==> config.mk <==
export PLATFORM = sky130hd
export DESIGN_NAME = prog_loader
export DESIGN_NICKNAME = d
export VERILOG_FILES = /design/src/rtl/prog_loader.sv
export SDC_FILE = /design/constraint.sdc
export NUM_CORES = 1
export LEC_CHECK = 0
export CAP_MARGIN = 5
export CORE_ASPECT_RATIO = 0.9
export CORE_UTILIZATION = 45
export CTS_BUF_LIST = sky130_fd_sc_hd__clkbuf_4 sky130_fd_sc_hd__clkbuf_8
export CTS_CLUSTER_DIAMETER = 50
export CTS_CLUSTER_SIZE = 24
export DETAILED_ROUTE_END_ITERATION = 8
export PLACE_DENSITY = 0.59
export SLEW_MARGIN = 20
export SYNTH_ARGS = -nofsm -noshare
export SYNTH_HDL_FRONTEND = slang
export SYNTH_SLANG_ARGS = --single-unit
==> constraint.sdc <==
create_clock -name clk -period 2.5 [get_ports clk]
set_clock_uncertainty 0.2 [all_clocks]
set_input_delay 0.375 -clock clk [delete_from_list [all_inputs] [get_ports clk]]
set_output_delay 0.375 -clock clk [all_outputs]
set_load 0.02 [all_outputs]
==> src/rtl/prog_loader.sv <==
// Program RAM loader: streams instruction bytes into RAM, CPU fetches via registered port.
// Optional LOADER_CHECKSUM_EN adds a trailing checksum byte and a sticky err flag.
module prog_loader #(
  parameter int ADDR_W = 4,
  parameter int DATA_W = 8,
  parameter int DEPTH  = 16
) (
  input  logic              clk,
  input  logic              rst,
  input  logic              start,
  input  logic [ADDR_W-1:0] len,
  input  logic              in_valid,
  input  logic [DATA_W-1:0] in_data,
  output logic              in_ready,
  input  logic [ADDR_W-1:0] pc,
  output logic [DATA_W-1:0] dados,
  output logic              cpu_run,
  output logic              err,
  output logic [ADDR_W:0]   loaded,
  output logic [1:0]        state
);

  typedef enum logic [1:0] {
    IDLE  = 2'b00,
    LOAD  = 2'b01,
    CHECK = 2'b10,
    RUN   = 2'b11
  } state_t;

  localparam logic [ADDR_W:0] FULL = (ADDR_W+1)'(DEPTH);
  localparam logic [ADDR_W:0] ONE  = (ADDR_W+1)'(1);

  state_t st, st_d;

  logic [DATA_W-1:0] mem [DEPTH];
  logic [ADDR_W:0]   len_lat;
  logic [ADDR_W-1:0] wr_addr;
  logic              wr_en;
  logic              clr;
  logic              set_err;

`ifdef LOADER_CHECKSUM_EN
  logic [DATA_W-1:0] sum;
  logic [DATA_W-1:0] sum_nxt;
  logic              err_q;
  assign sum_nxt = sum + in_data;
  assign err     = err_q;
`else
  assign err = 1'b0;
`endif

  assign state = st;

  always_comb begin
    st_d     = st;
    in_ready = 1'b0;
    cpu_run  = 1'b0;
    wr_en    = 1'b0;
    clr      = 1'b0;
    set_err  = 1'b0;
    case (st)
      IDLE: begin
        if (start) begin
          st_d = LOAD;
          clr  = 1'b1;
        end
      end
      LOAD: begin
        in_ready = 1'b1;
        if (in_valid) begin
          wr_en = 1'b1;
          if (loaded + ONE == len_lat) begin
`ifdef LOADER_CHECKSUM_EN
            st_d = CHECK;
`else
            st_d = RUN;
`endif
          end
        end
      end
`ifdef LOADER_CHECKSUM_EN
      CHECK: begin
        in_ready = 1'b1;
        if (in_valid) begin
          if (sum_nxt == '0) begin
            st_d = RUN;
          end else begin
            st_d    = IDLE;
            set_err = 1'b1;
          end
        end
      end
`endif
      RUN: begin
        cpu_run = 1'b1;
        if (start) begin
          st_d = LOAD;
          clr  = 1'b1;
        end
      end
      default: st_d = IDLE;
    endcase
  end

  always_ff @(posedge clk or posedge rst) begin
    if (rst) begin
      st      <= IDLE;
      len_lat <= '0;
      wr_addr <= '0;
      loaded  <= '0;
      dados   <= '0;
    end else begin
      st    <= st_d;
      dados <= mem[pc];
      if (clr) begin
        len_lat <= (len == '0) ? FULL : {1'b0, len};
        wr_addr <= '0;
        loaded  <= '0;
      end else if (wr_en) begin
        wr_addr <= wr_addr + ADDR_W'(1);
        loaded  <= loaded + ONE;
      end
    end
  end

`ifdef LOADER_CHECKSUM_EN
  always_ff @(posedge clk or posedge rst) begin
    if (rst) begin
      sum   <= '0;
      err_q <= 1'b0;
    end else if (clr) begin
      sum   <= '0;
      err_q <= 1'b0;
    end else begin
      if (wr_en)
        sum <= sum_nxt;
      if (set_err)
        err_q <= 1'b1;
    end
  end
`endif

  // RAM is never reset so a program survives a controller reset
  always_ff @(posedge clk) begin
    if (wr_en)
      mem[wr_addr] <= in_data;
  end

endmodule

---- Yosys cells after proc, flatten, opt, wreduce, memory -nomap -nowiden ----
Memory sizes are Yosys's and may differ from the RTL's. A register that Yosys moved wholly into a read port is not among the register bits.
Cells that the tools add are included.
storage, ports and cells
  bits in writable memories ............... 128
  memories ................................ 1
  flip-flop bits (word level) ............. 16
  output and inout bits ................... 18
  word-level logic and storage cells ...... 35
  input port bits ......................... 20
memories
  name  words  bits a word  rd ports  clocked after Yosys merged registers in  write ports  line  text
  mem   16     8            1         1                                        1            35    logic [DATA_W-1:0] mem [DEPTH];
cells by class
  $add $sub $neg .......................... 2
  reductions and logical operators ........ 5
  equal/unequal tests ..................... 6
  mux-type cells .......................... 17
operators by type and width
  operator               count
  $mux W5                3
  $mux W1                8
  $mux W4                2
  $mux W2                3
  $add A5 B1 Y5 const B  1
  $eq A5 B5 Y1           1
  $add A4 B1 Y4 const B  1
  $logic_not A4 Y1       1
  $ne A2 B2 Y1 const B   2
  $pmux W2 S2            1
  $reduce_and A3 Y1      1
  $eq A2 B1 Y1 const B   1
  $eq A2 B2 Y1 const B   1
  $logic_not A2 Y1       1
  $ne A2 B1 Y1 const B   1
  $reduce_bool A2 Y1     1
  $reduce_or A2 Y1       1

---- Logic depth before layout (Yosys ltp) ----
Gate-level depths: netlist of run 1.
  depth in word-level cells ............... 5
  depth in mapped cells ................... 7
  gate-level depth less buffers ........... 7

---- Worst setup path before layout of run 1 ----
OpenSTA, ideal clock, no wires.
  path kind ............................... reg2reg
  start point ............................. reg st[1] (netlist: state[1])
  end point ............................... mem mem[11][0], enable pin
  stages on the path, launching flop included .. 6
  arrival ................................. 1.598 ns
  period minus slack after synthesis ...... 2.130 ns
  path buffers ............................ 0
  path slack .............................. 0.370 ns
  library setup time ...................... 0.332 ns
  path through ............................ dfrtp_1 inv_1 ha_1 nand2_1 nor3b_1 and2_1
on the way
  word-level cells in the longest chain between the ends .. 4
RTL lines
  what                           line  text
  start: declaration             33    state_t st, st_d;
  start signal: assignment       113   st <= st_d;
  $eq A2 B1 Y1                   61    case (st)
  $mux W1                        61
  $mux W1                        145   if (wr_en)
  $mux W1 (not written as such)  146   mem[wr_addr] <= in_data;
  end: declaration               35
No other way between the ends.

---- Worst setup path in the final report of run 1 ----
  start point ............................. reg st[1] (netlist: state[1])
  end point ............................... mem mem[8][3], enable pin
The elaborated chain is that of the path after synthesis.

==> flow_summary.json, run 1 <==
{
  "dpl.cell_count": 503,
  "syn_area_per_cell_um2": 20.71,
  "yosys_warnings": 0,
  "die_area_um2": 14140,
  "p_leak_nw": 2.558,
  "timing.slew.headroom_pct": 58.45,
  "synth_simple_gate_area_share_pct": 4.516,
  "cts_buffers": 17,
  "dieWidth_um": 125.2,
  "nets": 382,
  "grt_pass1_wl_um": 19180,
  "dr_wl_met2_um": 6275,
  "grtUsageTotal_pct": 19.53,
  "crit_type": "flop to flop",
  "synth_edf_count": 128,
  "synth_compound_gate_area_share_pct": 0.9561,
  "clock_sinks": 152,
  "startpoint_type": "flop",
  "finalSetupViolations": 0,
  "syn_area_um2": 6151,
  "grt-ovfl-total": 0,
  "r2r-start": "state[1]",
  "reg2reg_slack_ns": 0.25,
  "multiInputGateArea_um2": 1585,
  "ios": 38,
  "vias_per_cell": 5.462,
  "top_layer_used": "met4",
  "syn_nets": 325,
  "worst_r2r_endpoint": "mem[8][3]",
  "cts_setup_buffers": 0,
  "gp_congestion": 0.7220,
  "drcViolationCount": 4,
  "worstMarginPinSlew_ns": 0.6214,
  "wl_met3_um": 603,
  "fin_crit_sh_pct": 89.88,
  "die_y_um": 112.9,
  "powerDensity_nw_per_um2": 839.3,
  "status": "finished, violations left",
  "rsz0062_at_grt": "false",
  "clk_transition_reported_paths_ns": 0.08,
  "layout-drive-gt1-share_pct": 18.80,
  "worst_setup_path_end_kind": "flop",
  "initialDrtViolationCount": 225,
  "seq_area_um2": 4444,
  "cp.required_ns": 2.40,
  "synth-xor-area-share_pct": 1.424,
  "peakVddDrop_mv": 0.5469,
  "area_growth_syn_to_layout_pct": 17.64,
  "start_util_pct": 46.03,
  "vias": 2922,
  "wl_met1_um": 5305,
  "layout.cells.non_filler": 535,
  "muxShareOfSynthArea_pct": 17.19,
  "ys_seq_area_share_pct": 72.25,
  "clock_path_buffers": 2,
  "antenna_found_initial": 0,
  "fill_cells": 1044,
  "synth_adder_area_share_pct": 1.627,
  "holdCritPathClass": "input port to asynchronous set/reset pin",
  "worstPathMaxFanout": 8,
  "hold_viol": 0,
  "wl_per_cell_um": 23.10,
  "antenna_left": 0,
  "grt_max_degree": 33,
  "drt_wl_total_um": 12360,
  "maxCapViolCount": 0,
  "totalPowerFinal_mw": 6.073,
  "rows": 40,
  "drt_first_pass_iters": 6,
  "clock.fmax_mhz": 445.0,
  "final_max_slew_viol_count": 0,
  "io_buffer_count": 36,
  "core-area_um2": 13360,
  "grt_pass1_vias": 3167,
  "hpwlAfterDp_um": 7808,
  "ys_ff_latch": 152,
  "finalCriticalPeriod_ns": 2.247,
  "synth-main-ff-cell": "edfxtp_1",
  "root_buffer": "clkbuf_8",
  "synthCells": 297,
  "async_flop_share_pct": 15.79,
  "timing.hold.ws_ns": 0.09849,
  "fin_tns_setup_ns": 0,
  "htree_levels": 4,
  "violations": "design-rule violations",
  "clk_latency_ns": 0.44,
  "cts_tree": "yes",
  "synth_top_family_by_area": "multiplexers",
  "cp.arrival_ns": 2.14,
  "diodes": 0,
  "ys_types": 34,
  "reg2reg_depth": 5
}
==> final cells by class <==
cell class / instances / share of cell area [%]
Timing Repair Buffer: 52 / 7.989
Clock inverter: 12 / 1.712
Tap cell: 168 / 2.905
Sequential cell: 152 / 61.42
Inverter: 5 / 0.2594
Clock buffer: 20 / 3.804
Multi-Input combinational cell: 126 / 21.91
==> critical path: stages (launching register included) <==
cell and delay, ns:
dfrtp_1 0.44, inv_1 0.08, ha_1 0.25, nand2_1 0.14, nor3b_1 0.34, and2_1 0.46
==> registers in the layout, summed over array words and instances (netlist names) <==
signal   count
loaded       5
dados        8
len_lat      5
mem        128
wr_addr      4
state        2
==> layer usage <==
layer | up-vias | global-route usage, %
li1 | 1319 | -
met1 | 1524 | 24.84
met2 | 68 | 32.44
met3 | 11 | 5.863
met4 | 0 | 6.341
met5 | - | 0
==> report_power, final <==
part / total [mW] / internal [mW] / switching, mW
logic: 1.04 / 0.499 / 0.543
clock network: 1.86 / 0.961 / 0.901
registers: 3.17 / 3.01 / 0.158
==> what timing repair did <==
item	4_1_cts	5_1_grt
hold buffers	0	0
endpoints found under the hold margin	0	0
endpoints found under the setup margin	0	1
gates resized for setup	0	1
==> worst max path at each step <==
| stage | start | to | slack (ns) | cells after the start |
|---|---|---|---|---|
| finish | state[1] | mem[8][3] | 0.25 | 5 |
| global route | state[1] | mem[8][5] | 0.08 | 5 |
| CTS | state[1] | in_ready | 0.03 | 3 |
| detailed placement | in_valid | mem[8][7] | 0.13 | 4 |
| global placement | in_valid | mem[0][4] | 0.13 | 4 |
| floorplan | state[1] | mem[11][0] | 0.37 | 5 |
==> metrics by stage <==
| step | utilization [%] | instance area, um^2 | setup WS, ns |
|---|---|---|---|
| 6_report | 54.15 | 7236 | 0.2529 |
| 5_1_grt | 54.15 | 7236 | 0.07887 |
| 4_1_cts | 54.13 | 7233 | 0.02770 |
| 3_5_place_dp | 51.14 | 6834 | 0.1255 |
| 3_3_place_gp | 51.14 | 6834 | 0.1318 |
| 2_1_floorplan | - | 6151 | 0.3698 |
==> cell usage after synthesis (2+ instances only) <==
library cell	instances	area, um^2
xnor2_1	4	35.03
nor2_1	8	30.03
and3_1	5	31.28
a21oi_1	4	20.02
clkbuf_1	5	18.77
nand4_1	2	12.51
inv_1	5	18.77
ha_1	8	100.1
nor2b_1	4	25.02
mux4_1	24	630.6
mux2_2	4	45.04
buf_8	2	30.03
mux4_2	16	360.4
nand2b_1	3	18.77
buf_1	4	15.01
nand3_1	3	15.01
nor3_1	2	10.01
a211oi_1	2	15.01
dfrtp_1	24	600.6
nand2_1	9	33.78
edfxtp_1	128	3844
and2_1	14	87.58
xor2_1	6	52.55
==> logic make-up (layout without fill, tap and decap cells) <==
group / after synthesis / after routing
simple gates: 52 / 52
mux: 46 / 46
flops: 152 / 152
xor+xnor: 10 / 10
other cells: 1 / 1
compound gates: 9 / 9
buf+inv: 19 / 89
fa+ha+maj: 8 / 8
==> layout by cell type, fill, tap and decap left out, types with 4 or more instances in the layout <==
cell	n
clkbuf_8	20
inv_1	5
mux4_2	16
nor2_1	8
and3_1	5
buf_12	8
and2_1	14
ha_1	8
edfxtp_1	128
xnor2_1	4
nor2b_1	4
clkinv_2	6
buf_4	8
nand2_1	9
a21oi_1	4
xor2_1	6
mux2_2	4
clkdlybuf4s50_1	34
dfrtp_1	24
mux4_1	24
No activity file was read; power rests on OpenSTA's default activity.
==> inputs of run 2 (changes only) <==
--- a/config.mk
+++ b/config.mk
@@ -12,7 +12,7 @@
 export CTS_CLUSTER_DIAMETER = 50
 export CTS_CLUSTER_SIZE = 24
 export DETAILED_ROUTE_END_ITERATION = 8
-export PLACE_DENSITY = 0.59
+export PLACE_DENSITY = 0.67
 export SLEW_MARGIN = 20
 export SYNTH_ARGS = -nofsm -noshare
 export SYNTH_HDL_FRONTEND = slang
==> constraint.sdc (replaced) <==
create_clock -name clk -period 2.5 [get_ports clk]
set_clock_uncertainty 0.2 [all_clocks]
set_input_delay 0.375 -clock clk [delete_from_list [all_inputs] [get_ports clk]]
set_output_delay 0.375 -clock clk [all_outputs]
set_load 0.05 [all_outputs]
==> run 2 against run 1 <==
The flow still finishes with violations (design-rule violations). Routed wire length decreased by 7.0%. Register-to-register slack about the same. Sequential power hardly changed. Combinational power grew 13%. Setup slack lost 0.16 ns. Largest power group unchanged. Die area is the same. Global-route usage decreased by 1.7 points. Via count is essentially flat. Critical path depth is 3 lower. Power rose by 5.7%. First-iteration DRC count fell by 22%.
==> flow_summary.json, run 2 (synthesis gave the netlist of run 1 again) <==
{
  "violations": "design-rule violations",
  "totalPowerFinal_mw": 6.418,
  "reg2reg_depth": 5,
  "dieWidth_um": 125.2,
  "grt_max_degree": 30,
  "clock_sinks": 152,
  "grt_pass1_vias": 2982,
  "worstSetupEndpoint": "cpu_run",
  "postCtsHoldBufs": 0,
  "wl_per_cell_um": 21.52,
  "grt_pass1_wl_um": 17740,
  "timing.slew.headroom_pct": 54.13,
  "maxCapViolCount": 0,
  "rows": 40,
  "worst_r2r_endpoint": "mem[11][2]",
  "drcViolationCount": 4,
  "cts_tree": "yes",
  "cp.arrival_ns": 1.83,
  "ios": 38,
  "core-area_um2": 13360,
  "cts_buffers": 17,
  "powerDensity_nw_per_um2": 887.4,
  "die_y_um": 112.9,
  "finalCriticalPeriod_ns": 2.408,
  "p_leak_nw": 2.574,
  "crit_type": "flop to output port",
  "gp_congestion": 0.7305,
  "clock.fmax_mhz": 415.3,
  "clk_transition_reported_paths_ns": 0.08,
  "cp-startpoint": "state[1]",
  "worstMarginPinSlew_ns": 0.6859,
  "clk_latency_ns": 0.44,
  "dpl.cell_count": 502,
  "vias": 2923,
  "seq_area_um2": 4444,
  "hpwlAfterDp_um": 7533,
  "status": "finished, violations left",
  "largest_registers": "mem: 128 flops, dados: 8 flops",
  "diodes": 0,
  "r2r-start": "state[1]",
  "startpoint_type": "flop",
  "cp.required_ns": 1.92,
  "multiInputGateArea_um2": 1588,
  "hold_viol": 0,
  "fin_util_pct": 54.12,
  "finalSetupViolations": 0,
  "start_util_pct": 46.03,
  "largest_reg_flops": 128,
  "antenna_found_initial": 0,
  "area_growth_syn_to_layout_pct": 17.58,
  "root_buffer": "clkbuf_8",
  "layout_commonest_cell": "edfxtp_1",
  "final_max_slew_viol_count": 0,
  "nets": 381,
  "vias_per_cell": 5.474,
  "grtUsageTotal_pct": 17.84,
  "worst_setup_path_end_kind": "output port",
  "io_buffer_count": 36,
  "timing.hold.ws_ns": 0.1059,
  "drt_wl_total_um": 11490,
  "clock_path_buffers": 2,
  "reg2reg_slack_ns": 0.25,
  "fill_cells": 1024,
  "grt-ovfl-total": 0,
  "htree_levels": 4,
  "holdCritPathClass": "input port to asynchronous set/reset pin",
  "initialDrtViolationCount": 175,
  "rsz0062_at_grt": "false",
  "layout.cells.non_filler": 534,
  "fin_crit_sh_pct": 96.31,
  "antenna_left": 0,
  "cts_setup_buffers": 0,
  "final_cell_mix": "128 x edfxtp_1, 33 x clkdlybuf4s50_1, 24 x mux4_1, 24 x dfrtp_1, 20 x clkbuf_8",
  "top_register": "mem",
  "fin_tns_setup_ns": 0,
  "die_area_um2": 14140,
  "worstPathMaxFanout": 5,
  "peakVddDrop_mv": 0.6844,
  "drt_first_pass_iters": 8,
  "layout-drive-gt1-share_pct": 18.85
}
run 2: cell count changes in the layout (fill, tap and decap cells not counted):
cell             before  now
buf_12                8    4
inv_6                 1    0
ha_1                  8    7
clkbuf_4              0    4
ha_2                  0    1
bufinv_16             2    4
clkdlybuf4s50_1      34   33
clkinv_2              6    2
clkinv_4              2    1
dlygate4sd2_1         0    1
buf_4                 8   11
run 2: layout make-up:
cell class,count,area share [%]
flip-flops and latches,152,61.45
multi-input cells,126,21.95
repair buffers,51,7.180
clock buffers,24,4.221
well taps,168,2.907
clock inverters,8,2.024
inverters,5,0.2595
run 2: report_power, final:
| group | switching [mW] | internal [mW] |
|---|---|---|
| Clock | 0.858 | 1.21 |
| Combinational | 0.689 | 0.492 |
| Sequential | 0.156 | 3.01 |
run 2: per-stage QoR:
step / setup WS, ns / area [um^2]
after floorplan: 0.09592 / 6153
after detailed placement: 0.06920 / 6779
after global placement: 0.09691 / 6779
after CTS: 0.05458 / 7229
after global routing: 0.01753 / 7232
final: 0.09221 / 7232
run 2: worst min-delay path by stage:
stage                from         end  slack (ns)  cells past startpoint
3_5_place_dp   len_lat[0]  len_lat[0]        0.30                      1
3_3_place_gp   len_lat[0]  len_lat[0]        0.29                      1
5_1_grt               rst    dados[5]        0.14                      3
6_report              rst    dados[6]        0.11                      3
2_1_floorplan         rst    dados[0]        0.19                      1
4_1_cts               rst    dados[0]        0.10                      3
run 2: per-layer routing:
layer	up-vias	track usage (%)	wire length (um)	part of all wire, %
li1	1308	-	-	-
met1	1520	23.64	5223	45
met2	81	28.38	5602	49
met3	14	4.350	519	4.5
met4	0	7.967	148	1.3
met5	-	0	0	0
run 2: what timing repair did:
action / 4_1_cts / 5_1_grt
hold endpoints to repair: 0 / 0
resized for setup: 1 / 1
endpoints found under the setup margin: 1 / 1
run 2: critical path, stage by stage, from the launching register on:
cell and delay (ns):
dfrtp_1 0.43, ha_1 0.17, clkdlybuf4s50_1 0.79
==> inputs of run 3 (changes only) <==
--- a/config.mk
+++ b/config.mk
@@ -5,6 +5,7 @@
 export SDC_FILE = /design/constraint.sdc
 export NUM_CORES = 1
 export LEC_CHECK = 0
+export ABC_AREA = 1
 export CAP_MARGIN = 5
 export CORE_ASPECT_RATIO = 0.9
 export CORE_UTILIZATION = 45
==> run 3 against run 2 <==
The flow still finishes with violations (design-rule violations). Synthesized cell count is 65% higher. Sequential share of layout area is 2.2 points lower. Synthesized area up 4.3%. Highest routed layer unchanged. Combinational power fell by 7%. Setup slack improved by 0.019 ns. Final cell count up 42%. Critical path depth fell by 1. Global-route usage is 1.3 points higher. Register-to-register slack better by 0.16 ns. Worst hold slack got worse by 0.025 ns. Maximum frequency grew 0.79%.
==> flow_summary.json, run 3 <==
{
  "crit_chain": "clkdlybuf4s50_1",
  "powerDensity_nw_per_um2": 795.8,
  "ys_ff_latch": 152,
  "syn_area_um2": 6417,
  "worstPathMaxFanout": 8,
  "grtUsageTotal_pct": 19.15,
  "path_buf_inv": 1,
  "hold_viol": 0,
  "largest_reg_flops": 128,
  "cts_setup_buffers": 0,
  "vias_per_cell": 5.170,
  "peakVddDrop_mv": 0.7004,
  "cp.required_ns": 1.92,
  "ys_types": 27,
  "synth-main-ff-cell": "edfxtp_1",
  "placed_area_um2": 7099,
  "root_buffer": "clkbuf_8",
  "worst_setup_path_end_kind": "output port",
  "synthCells": 491,
  "grt_max_degree": 35,
  "crit_family": "buffers and inverters",
  "clk_transition_reported_paths_ns": 0.08,
  "holdCritPathClass": "input port to asynchronous set/reset pin",
  "postCtsHoldBufs": 0,
  "cts_tree": "yes",
  "finalCriticalPeriod_ns": 2.389,
  "grt_pass1_wl_um": 20450,
  "clock_sinks": 152,
  "synth_adder_area_share_pct": 1.560,
  "maxCapViolCount": 0,
  "final_max_slew_viol_count": 0,
  "fill_cells": 1172,
  "synth.most_common_cell": "edfxtp_1",
  "ios": 38,
  "antenna_found_initial": 0,
  "drt_first_pass_iters": 9,
  "nets": 582,
  "finalSetupViolations": 0,
  "p_leak_nw": 2.870,
  "ys_seq_area_share_pct": 69.25,
  "synth_top_family_by_area": "compound AO/OA/AOI/OAI gates",
  "fin_util_pct": 53.75,
  "area_growth_syn_to_layout_pct": 16.86,
  "violations": "design-rule violations",
  "crit_slowest_cell": "clkdlybuf4s50_1",
  "largest_registers": "mem: 128 flops, dados: 8 flops",
  "crit_type": "flop to output port",
  "yosys_warnings": 0,
  "cp.arrival_ns": 1.81,
  "grt_pass1_vias": 3865,
  "cp-startpoint": "loaded[2]",
  "rsz0062_at_grt": "false",
  "drcViolationCount": 1,
  "gp_congestion": 0.8318,
  "synth_top_area_cell": "edfxtp_1",
  "synth_compound_gate_area_share_pct": 11.27,
  "syn_area_per_cell_um2": 13.07,
  "fin_crit_sh_pct": 95.56,
  "cts_buffers": 17,
  "r2r-start": "state[1]",
  "final_cell_mix": "128 x edfxtp_1, 60 x inv_1, 49 x nand2_1",
  "clk_latency_ns": 0.45,
  "max_stage_delay_ns": 0.87,
  "worstMarginPinSlew_ns": 0.6660,
  "startpoint_type": "flop",
  "drt_wl_total_um": 12910,
  "top_register": "mem",
  "layout-drive-gt1-share_pct": 14.46,
  "hpwlAfterDp_um": 8530,
  "die_area_um2": 14740,
  "initialDrtViolationCount": 348,
  "timing.hold.ws_ns": 0.08130,
  "io_buffer_count": 36,
  "rows": 41,
  "synth-xor-area-share_pct": 0,
  "wl_per_cell_um": 16.99,
  "timing.slew.headroom_pct": 55.46,
  "async_flop_share_pct": 15.79,
  "grt-ovfl-total": 0,
  "antenna_left": 0,
  "clock_path_buffers": 2,
  "die_y_um": 115.3,
  "synth_simple_gate_area_share_pct": 6.395,
  "core-area_um2": 13950,
  "start_util_pct": 45.99,
  "dieWidth_um": 127.9,
  "diodes": 0,
  "synthTopCellsByArea": "edfxtp_1 60%, dfrtp_1 9.4%, mux2i_1 5.0%",
  "clock.fmax_mhz": 418.6,
  "synth.top_cells.by_count": "128 x edfxtp_1, 60 x inv_1, 49 x nand2_1, 36 x o21ai_0",
  "status": "finished, violations left",
  "htree_levels": 4,
  "vias": 3929,
  "muxShareOfSynthArea_pct": 4.991,
  "syn_nets": 519,
  "layout_commonest_cell": "edfxtp_1",
  "final_area_um2": 7500,
  "synth_top_cell_area_share_pct": 59.89,
  "synth_edf_count": 128
}
-- run 3: changes by cell type after synthesis, moves of 15 or more --
cell	previous run	this run
a21oi_2	0	16
o211ai_1	1	32
mux4_2	16	0
a21oi_1	4	19
inv_1	5	60
o21ai_0	0	36
mux2i_1	1	32
nand3_1	3	20
nand2_1	9	49
mux4_1	24	0
-- run 3: routing by layer --
layer / track usage [%] / part of all wire [%] / vias to the layer above
li1: - / - / 1879
met1: 24.07 / 43 / 1919
met2: 32.36 / 50 / 104
met3: 4.374 / 5.0 / 27
met4: 7.686 / 2.1 / 0
met5: 0 / 0 / -
-- run 3: cells by family after synthesis --
logic type               after synthesis
flip-flops                           152
AO/OA/AOI/OAI                        116
AND/OR/NAND/NOR                       97
buffers and inverters                 85
multiplexers                          32
adder cells (fa/ha/maj)                8
other                                  1
-- run 3: path summary, 6_finish.rpt --
check                             end  slack (ns)  cells after the start
min reg2reg                len_lat[0]        0.33                      2
max in group asynchronous    state[0]        1.74                      3
max                         loaded[2]        0.11                      1
max reg2reg                mem[15][2]        0.41                      9
min in group clk           len_lat[0]        0.32                      3
min                         loaded[4]        0.08                      3
-- run 3: layout make-up --
| class | count | area [um^2] | share of cell area [%] |
|---|---|---|---|
| Tap cell | 193 | 241.5 | 3.220 |
| Timing Repair Buffer | 68 | 624.3 | 8.325 |
| Sequential cell | 152 | 4446 | 59.28 |
| Inverter | 61 | 229.0 | 3.053 |
| Multi-Input combinational cell | 254 | 1560 | 20.80 |
| Clock inverter | 10 | 127.6 | 1.702 |
| Clock buffer | 22 | 271.5 | 3.620 |
-- run 3: power breakdown --
group	internal, mW	leakage [nW]	switching, mW	total, mW
sequential	2.91	1.45	0.0969	3.01
combinational	0.357	1.21	0.739	1.10
clock	1.03	0.203	0.837	1.86
total	4.30	2.87	1.67	5.97
-- run 3: per-stage QoR --
stage          TNS, ns  setup slack (ns)  total power, mW  std cells
6_report             0            0.1110            5.968        760
5_1_grt              0           0.03902            6.213        760
4_1_cts              0           0.04119            6.008        760
3_5_place_dp         0            0.2631            4.167        728
3_3_place_gp         0            0.2872            4.127        728
2_1_floorplan  -0.3320          -0.02077            3.787        491
-- run 3: repair_timing --
action | CTS | global route
pin swaps | 0 | 0
resized for setup | 1 | 1
endpoints found under the setup margin | 1 | 1
